===== config.mk =====
export PLATFORM = sky130hd
export DESIGN_NAME = pinmux_pad_attr_seq
export DESIGN_NICKNAME = d
export VERILOG_FILES = /design/src/rtl/prim_pad_wrapper_pkg.sv /design/src/rtl/pinmux_pad_attr_seq.sv
export SDC_FILE = /design/constraint.sdc
export NUM_CORES = 1
export LEC_CHECK = 0
export BUFFER_PORTS_ARGS = -buffer_cell sky130_fd_sc_hd__buf_4
export CORE_MARGIN = 8
export CORE_UTILIZATION = 55
export DETAILED_ROUTE_END_ITERATION = 8
export GPL_ROUTABILITY_DRIVEN = 1
export GPL_TIMING_DRIVEN = 0
export PLACE_DENSITY = 0.79
export SETUP_SLACK_MARGIN = 0.4
export SKIP_CTS_REPAIR_TIMING = 1
export SYNTH_ARGS = -nofsm -noshare
export SYNTH_HDL_FRONTEND = slang
export SYNTH_SLANG_ARGS = --single-unit

===== constraint.sdc =====
create_clock -name clk_i -period 4.8 [get_ports clk_i]
set_input_delay 0.96 -clock clk_i [delete_from_list [all_inputs] [get_ports clk_i]]
set_output_delay 0.96 -clock clk_i [all_outputs]
set_load 0.005 [all_outputs]

===== src/rtl/prim_pad_wrapper_pkg.sv =====
// Pad type enumeration shared by the pad wrappers and their attribute logic.
// Only BidirStd pads accept attribute writes; every other type reads as zero.
package prim_pad_wrapper_pkg;

    typedef enum logic [2:0] {
        BidirStd,
        BidirTol,
        BidirOd,
        InputStd,
        AnalogIn0,
        AnalogIn1
    } pad_type_e;

endpackage


===== src/rtl/pinmux_pad_attr_seq.sv =====
// Per-pad attribute registers with a glitch-free update sequencer.
// A changed write gates the pad's output enable low, waits SettleCycles,
// applies the new value, then releases the gate and responds.
// Ports: clk_i/rst_ni (async low); host req_i/we_i/addr_i/wdata_i,
// gnt_o/rvalid_o/rdata_o; busy_o; attr_o (pad i at [i*AttrW +: AttrW]);
// oe_gate_o (1 = output enable permitted).
// Option: define PINMUX_ATTR_LOCK_EN to make bit AttrW-1 a sticky lock.
module pinmux_pad_attr_seq
    import prim_pad_wrapper_pkg::*;
#(
    parameter int          NumPads      = 4,
    parameter int          AttrW        = 8,
    parameter pad_type_e   PadType      = BidirStd,
    parameter logic [AttrW-1:0] WarlMask  = 8'hFF,
    parameter logic [AttrW-1:0] ResetAttr = 8'h00,
    parameter int          SettleCycles = 2,
    localparam int         AW = $clog2(NumPads > 2 ? NumPads : 2)
) (
    input  logic                     clk_i,
    input  logic                     rst_ni,
    input  logic                     req_i,
    input  logic                     we_i,
    input  logic [AW-1:0]            addr_i,
    input  logic [AttrW-1:0]         wdata_i,
    output logic                     gnt_o,
    output logic                     rvalid_o,
    output logic [AttrW-1:0]         rdata_o,
    output logic                     busy_o,
    output logic [NumPads*AttrW-1:0] attr_o,
    output logic [NumPads-1:0]       oe_gate_o
);

    localparam logic [AttrW-1:0] EffMask =
        (PadType == BidirStd) ? WarlMask : '0;
    localparam int CW = (SettleCycles > 0) ? $clog2(SettleCycles + 1) : 1;
    localparam int SettleInit = (SettleCycles > 0) ? SettleCycles - 1 : 0;

    typedef enum logic [2:0] {
        Idle,
        Gate,
        Settle,
        Apply,
        Release
    } state_e;

    state_e stateQ, stateD;
    logic [CW-1:0]    cntQ, cntD;
    logic [AW-1:0]    padSelQ;
    logic [AttrW-1:0] newValQ;
    logic [AttrW-1:0] attrQ [NumPads];
    logic             rvalidQ;
    logic [AttrW-1:0] rdataQ;

    logic             inRange;
    logic [AttrW-1:0] curAttr;
    logic [AttrW-1:0] legal;
    logic             locked;
    logic             startSeq;
    logic             gateLow;

    assign inRange = 32'(addr_i) < 32'(NumPads);
    assign curAttr = inRange ? attrQ[addr_i] : '0;
    assign legal   = wdata_i & EffMask;

`ifdef PINMUX_ATTR_LOCK_EN
    assign locked = curAttr[AttrW-1];
`else
    assign locked = 1'b0;
`endif

    assign gnt_o    = req_i & (stateQ == Idle);
    assign startSeq = gnt_o & we_i & inRange & ~locked & (legal != curAttr);
    assign busy_o   = (stateQ != Idle);

    // Release reports the freshly applied value; everything else is the
    // registered single-cycle response captured at grant.
    assign rvalid_o = rvalidQ | (stateQ == Release);
    assign rdata_o  = (stateQ == Release) ? attrQ[padSelQ] : rdataQ;

    assign gateLow = (stateQ == Gate) | (stateQ == Settle) | (stateQ == Apply);

    for (genvar i = 0; i < NumPads; i++) begin : gPad
        assign attr_o[i*AttrW +: AttrW] = attrQ[i];
        assign oe_gate_o[i] = ~(gateLow & (padSelQ == AW'(i)));
    end

    always_comb begin
        stateD = stateQ;
        cntD   = cntQ;
        unique case (stateQ)
            Idle: begin
                if (startSeq) stateD = Gate;
            end
            Gate: begin
                if (SettleCycles == 0) begin
                    stateD = Apply;
                end else begin
                    stateD = Settle;
                    cntD   = CW'(SettleInit);
                end
            end
            Settle: begin
                if (cntQ == '0) stateD = Apply;
                else            cntD   = cntQ - 1'b1;
            end
            Apply:   stateD = Release;
            Release: stateD = Idle;
            default: stateD = Idle;
        endcase
    end

    always_ff @(posedge clk_i or negedge rst_ni) begin
        if (!rst_ni) begin
            stateQ  <= Idle;
            cntQ    <= '0;
            padSelQ <= '0;
            newValQ <= '0;
            rvalidQ <= 1'b0;
            rdataQ  <= '0;
            for (int i = 0; i < NumPads; i++) begin
                attrQ[i] <= ResetAttr & EffMask;
            end
        end else begin
            stateQ  <= stateD;
            cntQ    <= cntD;
            rvalidQ <= gnt_o & ~startSeq;
            if (gnt_o) rdataQ <= curAttr;
            if (startSeq) begin
                padSelQ <= addr_i;
                newValQ <= legal;
            end
            if (stateQ == Apply) attrQ[padSelQ] <= newValQ;
        end
    end

endmodule


# --- Word-level counts from Yosys, hierarchy flattened ---
# Cells that the tools add are included.
word_totals:
  reg_bits: 56
  latchBits: 0
  ram_bits: 0
  romBits: 0
  n_memories: 0
classes:
  addsub: 1
  mul: 0
  div: 0
  order_cmp: 3
  eq_ne: 11
  n_shift: 0
  muxes: 15
  bitwise_logic: 18
  reduce_logical: 8
ops:
  columns: ["op", "n"]
  rows:
  - ["8-bit two-way mux", 6]
  - ["8-bit binary-select mux with 2-bit select", 2]
  - ["32-bit bitwise mux", 1]
  - ["8-bit demux with 2-bit select", 1]
  - ["3-bit case mux with 4 select lines", 1]
  - ["1-bit AND", 8]
  - ["8-bit inequality test", 1]
  - ["3-bit by 2-bit == test with 1-bit output, second input constant", 2]
  - ["3-bit greater-or-equal comparator, second input constant", 2]
  - ["3-bit two-way mux", 2]
  - ["2-bit NOT with 3-bit output", 2]
  - ["1-bit NOT", 5]
  - ["2-bit == test, second input constant", 2]
  - ["2-bit zero test", 2]
  - ["2-bit inequality test, second input constant", 2]
  - ["2-bit case mux with 2 select lines", 1]
  - ["2-bit AND reduction", 2]
  - ["3-bit by 1-bit == test with 1-bit output, second input constant", 1]
  - ["3-bit == test, second input constant", 1]
  - ["3-bit zero test", 1]
  - ["3-bit by 1-bit less-than comparator with 1-bit output, second input constant", 1]
  - ["1-bit bitwise OR", 3]
  - ["3-bit nonzero test", 1]
  - ["2-bit by 1-bit == test with 1-bit output, second input constant", 1]
  - ["other kinds (5)", 5]

# --- Depth between registers and ports, before layout ---
# Gate-level depths: netlist of run 1.
depth:
  depth_word: 8
  mapped_depth: 7
  ltp_nobuf: 5

# --- Worst setup path before layout of run 1 ---
# Ideal clock, no wire load.
synth_path:
  path_kind: "input -> register"
  startpoint: "input port addr_i[0]"
  endpoint: "register newValQ[0]"
  setup_ns: 0.125
  arrival_ns: 2.579
  required_time_ns: 4.675
  path_slack_ns: 2.096
  path_stages: 7
  path_buffers: 2
  cell_sequence: "buf_6 > mux4_2 > xnor2_1 > nand4_1 > o211ai_2 > buf_6 > mux2_4"
synth_via:
  elab_chain_len: 6
synth_lines:
  columns: ["item", "line_no", "rtl"]
  rows:
  - ["start, declared", "pinmux_pad_attr_seq.sv:23", "input logic [AW-1:0] addr_i,"]
  - ["2-bit NOT with 3-bit output (implied by the code)", "pinmux_pad_attr_seq.sv:62", "assign curAttr = inRange ? attrQ[addr_i] : '0;"]
  - ["8-bit binary-select mux with 2-bit select", "pinmux_pad_attr_seq.sv:62", null]
  - ["8-bit two-way mux (implied by the code) (2 in series)", "pinmux_pad_attr_seq.sv:62", null]
  - ["8-bit inequality test", "pinmux_pad_attr_seq.sv:72", "assign startSeq = gnt_o & we_i & inRange & ~locked & (legal != curAttr);"]
  - ["1-bit AND", "pinmux_pad_attr_seq.sv:72", null]
  - ["end signal, assigned", "pinmux_pad_attr_seq.sv:130", "newValQ <= legal;"]
  - ["end, declared", "pinmux_pad_attr_seq.sv:49", "logic [AttrW-1:0] newValQ;"]
# No other way between the ends. The select of a mux whose other input is x is not followed.
# A chain may end at the register's enable or synchronous reset.

# --- Worst setup path in the final report of run 1 ---
layout_path:
  startpoint: "register padSelQ[0]"
  endpoint: "output port rdata_o[6]"
layout_via:
  elab_chain_len: 5
layout_lines:
  columns: ["item", "line_no", "rtl"]
  rows:
  - ["start, declared", "pinmux_pad_attr_seq.sv:48", "logic [AW-1:0] padSelQ;"]
  - ["start signal, assigned", "pinmux_pad_attr_seq.sv:129", "padSelQ <= addr_i;"]
  - ["2-bit NOT with 3-bit output (implied by the code)", "pinmux_pad_attr_seq.sv:78", "assign rdata_o = (stateQ == Release) ? attrQ[padSelQ] : rdataQ;"]
  - ["8-bit binary-select mux with 2-bit select", "pinmux_pad_attr_seq.sv:78", null]
  - ["8-bit two-way mux (implied by the code) (2 in series)", "pinmux_pad_attr_seq.sv:78", null]
  - ["8-bit two-way mux", "pinmux_pad_attr_seq.sv:78", null]
  - ["end, declared", "pinmux_pad_attr_seq.sv:27", "output logic [AttrW-1:0] rdata_o,"]
# No other way between the ends. The select of a mux whose other input is x is not followed.

==> results of run 1 <==
-- cell families (layout without fill, tap and decap cells) --
logic type      after synthesis  count (layout)
flops                        56              56
buf+inv                      17              83
mux                          74              74
xor+xnor                      9               9
simple gates                 25              25
compound gates                7               7
fa+ha+maj                     1               1
-- Yosys cell counts --
master / number
dfrtp_1: 56
mux2_2: 42
mux4_2: 16
xnor2_1: 9
clkbuf_1: 8
mux2_1: 8
mux2_4: 8
nor2_1: 8
inv_1: 4
nand2_1: 3
nand3b_1: 3
and2_1: 2
buf_2: 2
buf_6: 2
nand4_1: 2
a211oi_1: 1
a21oi_1: 1
a2bb2oi_1: 1
and3_1: 1
ha_1: 1
inv_2: 1
nand3_1: 1
nor3_2: 1
nor3b_1: 1
nor3b_2: 1
o211ai_2: 1
o21a_1: 1
o22a_1: 1
o22ai_1: 1
or2_2: 1
or3_1: 1
-- flip-flops by register name, indices dropped and copies added (netlist names) --
register,cells
attr_o,32
cntQ,2
newValQ,8
padSelQ,2
rdataQ,8
rvalidQ,1
stateQ,3
-- metrics by stage --
stage | hold WS (ns) | area [µm²] | total power, W
floorplan | 0.477 | 2820 | 0.00148
global placement | 0.489 | 3340 | 0.00189
detailed placement | 0.496 | 3340 | 0.00193
CTS | 0.519 | 3450 | 0.00223
global route | 0.539 | 3450 | 0.00236
finish | 0.515 | 3450 | 0.00221
-- power by group through the flow --
| stage | Clock, W | Combinational [W] | Sequential [W] |
|---|---|---|---|
| 2_1_floorplan | 0 | 0.000656 | 0.000822 |
| 3_3_place_gp | 0 | 0.00104 | 0.000855 |
| 3_5_place_dp | 0 | 0.00106 | 0.000863 |
| 4_1_cts | 0.000310 | 0.00107 | 0.000854 |
| 5_1_grt | 0.000328 | 0.00114 | 0.000888 |
| 6_report | 0.000304 | 0.00105 | 0.000856 |
-- final timing paths --
kind / start / endpoint / slack (ns) / depth (start not counted)
setup / recovery: padSelQ[0]$_DFFE_PN0P_ / rdata_o[6] / 1.49 / 5
hold / removal: rdataQ[4]$_DFFE_PN0P_ / rdataQ[4]$_DFFE_PN0P_ / 0.52 / 1
setup reg to reg: padSelQ[0]$_DFFE_PN0P_ / attr_o[31]$_DFFE_PN0P_ / 2.46 / 5
hold reg to reg: rdataQ[4]$_DFFE_PN0P_ / rdataQ[4]$_DFFE_PN0P_ / 0.52 / 1
max in group asynchronous: rst_ni / attr_o[1]$_DFFE_PN0P_ / 3.64 / 1
min in group asynchronous: rst_ni / attr_o[14]$_DFFE_PN0P_ / 0.69 / 1
-- worst max-delay path, delay by kind of cell, from the launching register on --
kind | cells | cell delay, ns
buffers and inverters | 3 | 0.87
muxes | 2 | 0.84
DFF | 1 | 0.33
-- final cells by class --
class	instances	area, µm²	share of cell area
repair buffers	58	435	0.126
clock inverters	2	35.0	0.0102
plain buffers	12	62.6	0.0181
inverters	5	18.8	0.00544
flip-flops and latches	56	1400	0.407
well taps	70	87.6	0.0254
clock buffers	6	72.6	0.0211
multi-input cells	116	1330	0.387
-- metal layers --
metal  track usage  part of all wire  up-vias
met5             0                 0        -
met2         0.300              0.51       49
met1         0.224              0.42      933
li1              -                 -      821
met4        0.0734             0.022        0
met3        0.0394             0.047       12
==> key figures, run 1 <==
Run status
  – Status: finished clean

Min path
  – Hold Path Class: reg -> reg

Route
  – Initial DRT Pass Iterations: 4
  – Vias per cell: 5.58
  – Final wirelength: 6.43 mm
  – Via count: between 1500 and 2000
  – WL/cell: 19.8 µm
  – Post-DRT Antenna Nets: 0
  – Starting DRT DRC Count: 78
  – DRC viols: 0

Final layout
  – Layout cell share with drive strength beyond 1: 0.549
  – Area Growth Syn to Fin: 22.4%
  – Final core occ: 0.688
  – Commonest non-fill, non-tap cell in the layout: buf_4
  – Fillcell total: 410
  – Nets: 269
  – # diodes: 0
  – Final cell count without fillers: roughly 330
  – Most frequent cells in the layout: 58 x buf_4, 56 x dfrtp_1, 42 x mux2_2

Setup path
  – Critical path class: reg -> out
  – CP max FO: 10
  – Critical path startpoint category: register
  – CP Data Arrival Time: 2.35 ns
  – Cells along the critical path: buf_2, clkbuf_1, mux4_2, mux2_2, buf_4
  – CP max stage cell: mux4_2
  – CP endpoint kind: primary output
  – Req. time, crit path: 3.84 ns
  – Critical path's largest stage delay: 0.56 ns

Logic synthesis
  – Top cell type's share of synthesized area: 0.498
  – Yosys reg bits: 56
  – Simple-Gate Fraction of Synth Area: 0.0506
  – Cell area after synthesis: 0.00282 mm²
  – Area contributors post-synth: dfrtp_1 50%, mux2_2 17%, mux4_2 13%, mux2_4 4.3%, mux2_1 3.2%
  – Mux share of post-synthesis cell area: 0.371
  – Syn. warnings: 0
  – Post-Synth Adder-Cell Area: 0.00444
  – Synth Area in XOR/XNOR: 0.0280
  – Cells after Synth: 189
  – Main combinational cell family by area after synthesis: multiplexers
  – Unique cell type count in the Yosys netlist: 31
  – Yosys top cell by area: dfrtp_1
  – Post-synthesis compound-gate area fraction: 0.0200
  – Syn Nets: 204
  – Sequential share of the synthesized area: 0.498
  – Post-Syn Area per Cell: between 10 and 15 µm²

Global routing
  – Pin count of the biggest net entering global routing: 57
  – Global route overflow: 0
  – GRT Total Usage: 0.181
  – Initial antenna violation count: 0
  – Global-route wire length before repair: 10.5 mm
  – Vias in the first global route: 2011

CTS
  – Clock Tree Root: clkbuf_8
  – CTS H-tree depth: 2
  – Clk_lat worst skew: 0.31 ns
  – CTS Buf Count: 5
  – CTS tree: done
  – Worst-path clk slew: 0.10 ns
  – Clock sinks: 56
  – CTS max path bufs: 2

Place
  – Detail Placement HPWL: 4.52 mm
  – Pre-CTS WS: 1.68 ns
  – Routability congestion estimate: 0.767
  – PortBufs: 58
  – Dpl cells: 317

Floorplan
  – Core area: roughly 0.005 mm²
  – Die W: 87.6 µm
  – Site Rows: 26
  – Ports: 61
  – Initial Util: 0.562
  – Die Outline Area: 0.00767 mm²
  – Die height: 87.6 µm

STA
  – RSZ-0062 raised after global routing: no
  – Final-report setup violation count: 0
  – Achievable Freq: roughly 300 MHz
  – Fin Setup TNS: 0 ns
  – Clock Skew: 0.00973 ns
  – Tcrit/Tclk final: 0.689
  – Slew Limit Fails: 0
  – Final WS setup: 1.49 ns
  – Tmin final: between 3 and 4 ns
  – Final Hold Fails: 0
  – Worst slew margin relative to its limit: 0.394
  – Tightest Pin Transition: 0.904 ns

Power
  – Seq pwr share: 0.387
  – Cell internal pwr: between 0.001 and 0.0015 W
  – Net Sw Power: 0.000734 W
  – Peak VDD IR: roughly 0.35 mV
  – Static leakage: 1.63 nW
  – Clock power frac: 0.137
  – Sw Ratio: 0.332
  – Power Density: 642 mW/mm²
  – Comb pwr share: 0.476

Flow run
  – Max cap viols: 0
(Power assumes the default switching activity.)
==> run 2: changes to the inputs <==
--- a/config.mk
+++ b/config.mk
@@ -7,11 +7,11 @@
 export LEC_CHECK = 0
 export BUFFER_PORTS_ARGS = -buffer_cell sky130_fd_sc_hd__buf_4
 export CORE_MARGIN = 8
-export CORE_UTILIZATION = 55
+export CORE_UTILIZATION = 54
 export DETAILED_ROUTE_END_ITERATION = 8
 export GPL_ROUTABILITY_DRIVEN = 1
 export GPL_TIMING_DRIVEN = 0
-export PLACE_DENSITY = 0.79
+export PLACE_DENSITY = 0.77
 export SETUP_SLACK_MARGIN = 0.4
 export SKIP_CTS_REPAIR_TIMING = 1
 export SYNTH_ARGS = -nofsm -noshare
==> constraint.sdc (replaced) <==
create_clock -name clk_i -period 3.28 [get_ports clk_i]
set_input_delay 0.656 -clock clk_i [delete_from_list [all_inputs] [get_ports clk_i]]
set_output_delay 0.656 -clock clk_i [all_outputs]
set_load 0.005 [all_outputs]
==> key figures, run 2 (same netlist as run 1, synthesis figures left out) <==
Setup path
  – Worst Path Buf+Inv: 3 (unchanged)
  – CP max FO: 10 (unchanged)
  – Cells along the critical path: clkbuf_4, buf_2, mux4_2, mux2_2, buf_4
  – CP endpoint kind: primary output
  – FF-to-FF Start: attr_o[30]$_DFFE_PN0P_
  – Setup slack, reg-to-reg: 1.08 ns (-1.38 ns)
  – Req. time, crit path: 2.62 ns (-1.22 ns)
  – Worst reg-to-reg path cell count: 6 (+1)
  – CP top delay family: multiplexers
  – CP max stage cell: mux4_2
  – Critical path class: reg -> out
  – R2r endpoint: newValQ[1]$_DFFE_PN0P_
  – CP Data Arrival Time: 2.09 ns (-0.26 ns)
  – Critical path startpoint category: register
  – Critical path's largest stage delay: 0.52 ns (-0.04 ns)

STA
  – Fin Setup TNS: 0 ns (unchanged)
  – Achievable Freq: 364 MHz
  – Tightest Pin Transition: 0.914 ns (+0.00939 ns)
  – Final hold slack: 0.370 ns (-0.145 ns)
  – Worst slew margin relative to its limit: 0.388 (-0.00629)
  – Tmin final: 2.75 ns
  – RSZ-0062 raised after global routing: no
  – Tcrit/Tclk final: 0.838
  – Clock Skew: 0.0107 ns (+0.000939 ns)
  – Final-report setup violation count: 0 (unchanged)
  – Slew Limit Fails: 0 (unchanged)
  – Final Hold Fails: 0 (unchanged)

Global routing
  – Global-route wire length before repair: 10.5 mm (-0.52%)
  – Global route overflow: 0 (unchanged)
  – Pin count of the biggest net entering global routing: 57 (unchanged)
  – Initial antenna violation count: 0 (unchanged)
  – GRT Total Usage: 0.183 (+0.00179)
  – Vias in the first global route: 1980 (-1.5%)

CTS
  – CTS max path bufs: 2 (unchanged)
  – CTS Buf Count: 5 (unchanged)
  – CTS tree: done
  – Clock sinks: 56 (unchanged)
  – Clock Tree Root: clkbuf_8
  – Clk_lat worst skew: 0.31 ns (about the same)
  – CTS H-tree depth: 2 (unchanged)
  – Worst-path clk slew: 0.10 ns (about the same)

Power
  – Peak VDD IR: 0.410 mV (+19%)
  – Static leakage: 1.64 nW (+0.53%)
  – Power Density: 930 mW/mm² (+45%)

Route
  – Initial DRT Pass Iterations: 5 (+1)
  – Post-DRT Antenna Nets: 0 (unchanged)
  – Via count: 1821 (+0.33%)
  – WL/cell: 20.3 µm (+2.9%)
  – DRC viols: 0 (unchanged)
  – Starting DRT DRC Count: 91 (+17%)
  – Vias per cell: 5.60 (+0.33%)
  – Final wirelength: 6.61 mm (+2.9%)

Final layout
  – Commonest non-fill, non-tap cell in the layout: buf_4
  – Layout cell share with drive strength beyond 1: 0.569 (+0.0196)
  – Nets: 269 (unchanged)
  – Most frequent cells in the layout: 58 x buf_4, 56 x dfrtp_1, 42 x mux2_2
  – Final cell count without fillers: 325 (unchanged)
  – Max reg flops: 32 (unchanged)
  – Fillcell total: 413 (+0.73%)
  – # diodes: 0 (unchanged)
  – Area Growth Syn to Fin: 22.1%

Floorplan
  – Die height: 88.2 µm (+0.75%)
  – Site Rows: 26 (unchanged)
  – Die Outline Area: 0.00778 mm² (+1.5%)
  – Die W: 88.2 µm (+0.75%)
  – Core area: 0.00507 mm² (+1.3%)
  – Ports: 61 (unchanged)
  – Initial Util: 0.555 (-0.00721)

Place
  – Detail Placement HPWL: 4.63 mm (+2.4%)
  – Dpl cells: 317 (unchanged)
  – Routability congestion estimate: 0.809 (+5.4%)
  – PortBufs: 58 (unchanged)

Flow run
  – Max cap viols: 0 (unchanged)

Run status
  – Status: finished clean

Min path
  – Hold Path Class: in -> async
run 2: routing by layer:
layer  track usage  vias to the layer above  part of all wire  wire length, µm
li1              -                      824                 -                -
met1         0.222                      934              0.42             2790
met2         0.310                       53              0.51             3370
met3        0.0455                       10             0.052              346
met4        0.0630                        0             0.017              110
met5             0                        -                 0                0
run 2: where the power goes:
| part | switching (W) | internal, W | leakage, nW | total, W |
|---|---|---|---|---|
| clock network | 0.000228 | 0.000169 | 0.0510 | 0.000397 |
| logic | 0.000591 | 0.000958 | 0.872 | 0.00155 |
| registers | 0.000267 | 0.000987 | 0.714 | 0.00125 |
| total | 0.00109 | 0.00211 | 1.64 | 0.00320 |
run 2: worst max path at each step:
| stage | startpoint | endpoint | slack, ns | cells past startpoint |
|---|---|---|---|---|
| CTS | padSelQ[0]$_DFFE_PN0P_ | rdata_o[6] | 0.25 | 5 |
| global placement | addr_i[1] | newValQ[1]$_DFFE_PN0P_ | 0.47 | 7 |
| detailed placement | addr_i[1] | newValQ[1]$_DFFE_PN0P_ | 0.45 | 7 |
| finish | padSelQ[0]$_DFFE_PN0P_ | rdata_o[6] | 0.53 | 5 |
| global route | padSelQ[0]$_DFFE_PN0P_ | rdata_o[6] | 0.41 | 5 |
| floorplan | addr_i[0] | newValQ[0]$_DFFE_PN0P_ | 0.88 | 7 |
run 2: stage by stage:
step | setup slack, ns | instance area [µm²] | utilization | total power, W
global placement | 0.466 | 3340 | 0.658 | 0.00277
global route | 0.414 | 3440 | 0.678 | 0.00342
floorplan | 0.880 | 2820 | - | 0.00216
finish | 0.531 | 3440 | 0.678 | 0.00320
CTS | 0.252 | 3430 | 0.676 | 0.00322
detailed placement | 0.446 | 3340 | 0.658 | 0.00283
run 2: area by class of cell:
cell class / count / area, µm² / area share
clock buffers: 6 / 82.6 / 0.0240
well taps: 70 / 87.6 / 0.0255
flip-flops and latches: 56 / 1400 / 0.407
inverters: 5 / 18.8 / 0.00546
clock inverters: 2 / 10.0 / 0.00291
plain buffers: 12 / 70.1 / 0.0204
multi-input cells: 116 / 1330 / 0.388
repair buffers: 58 / 435 / 0.127
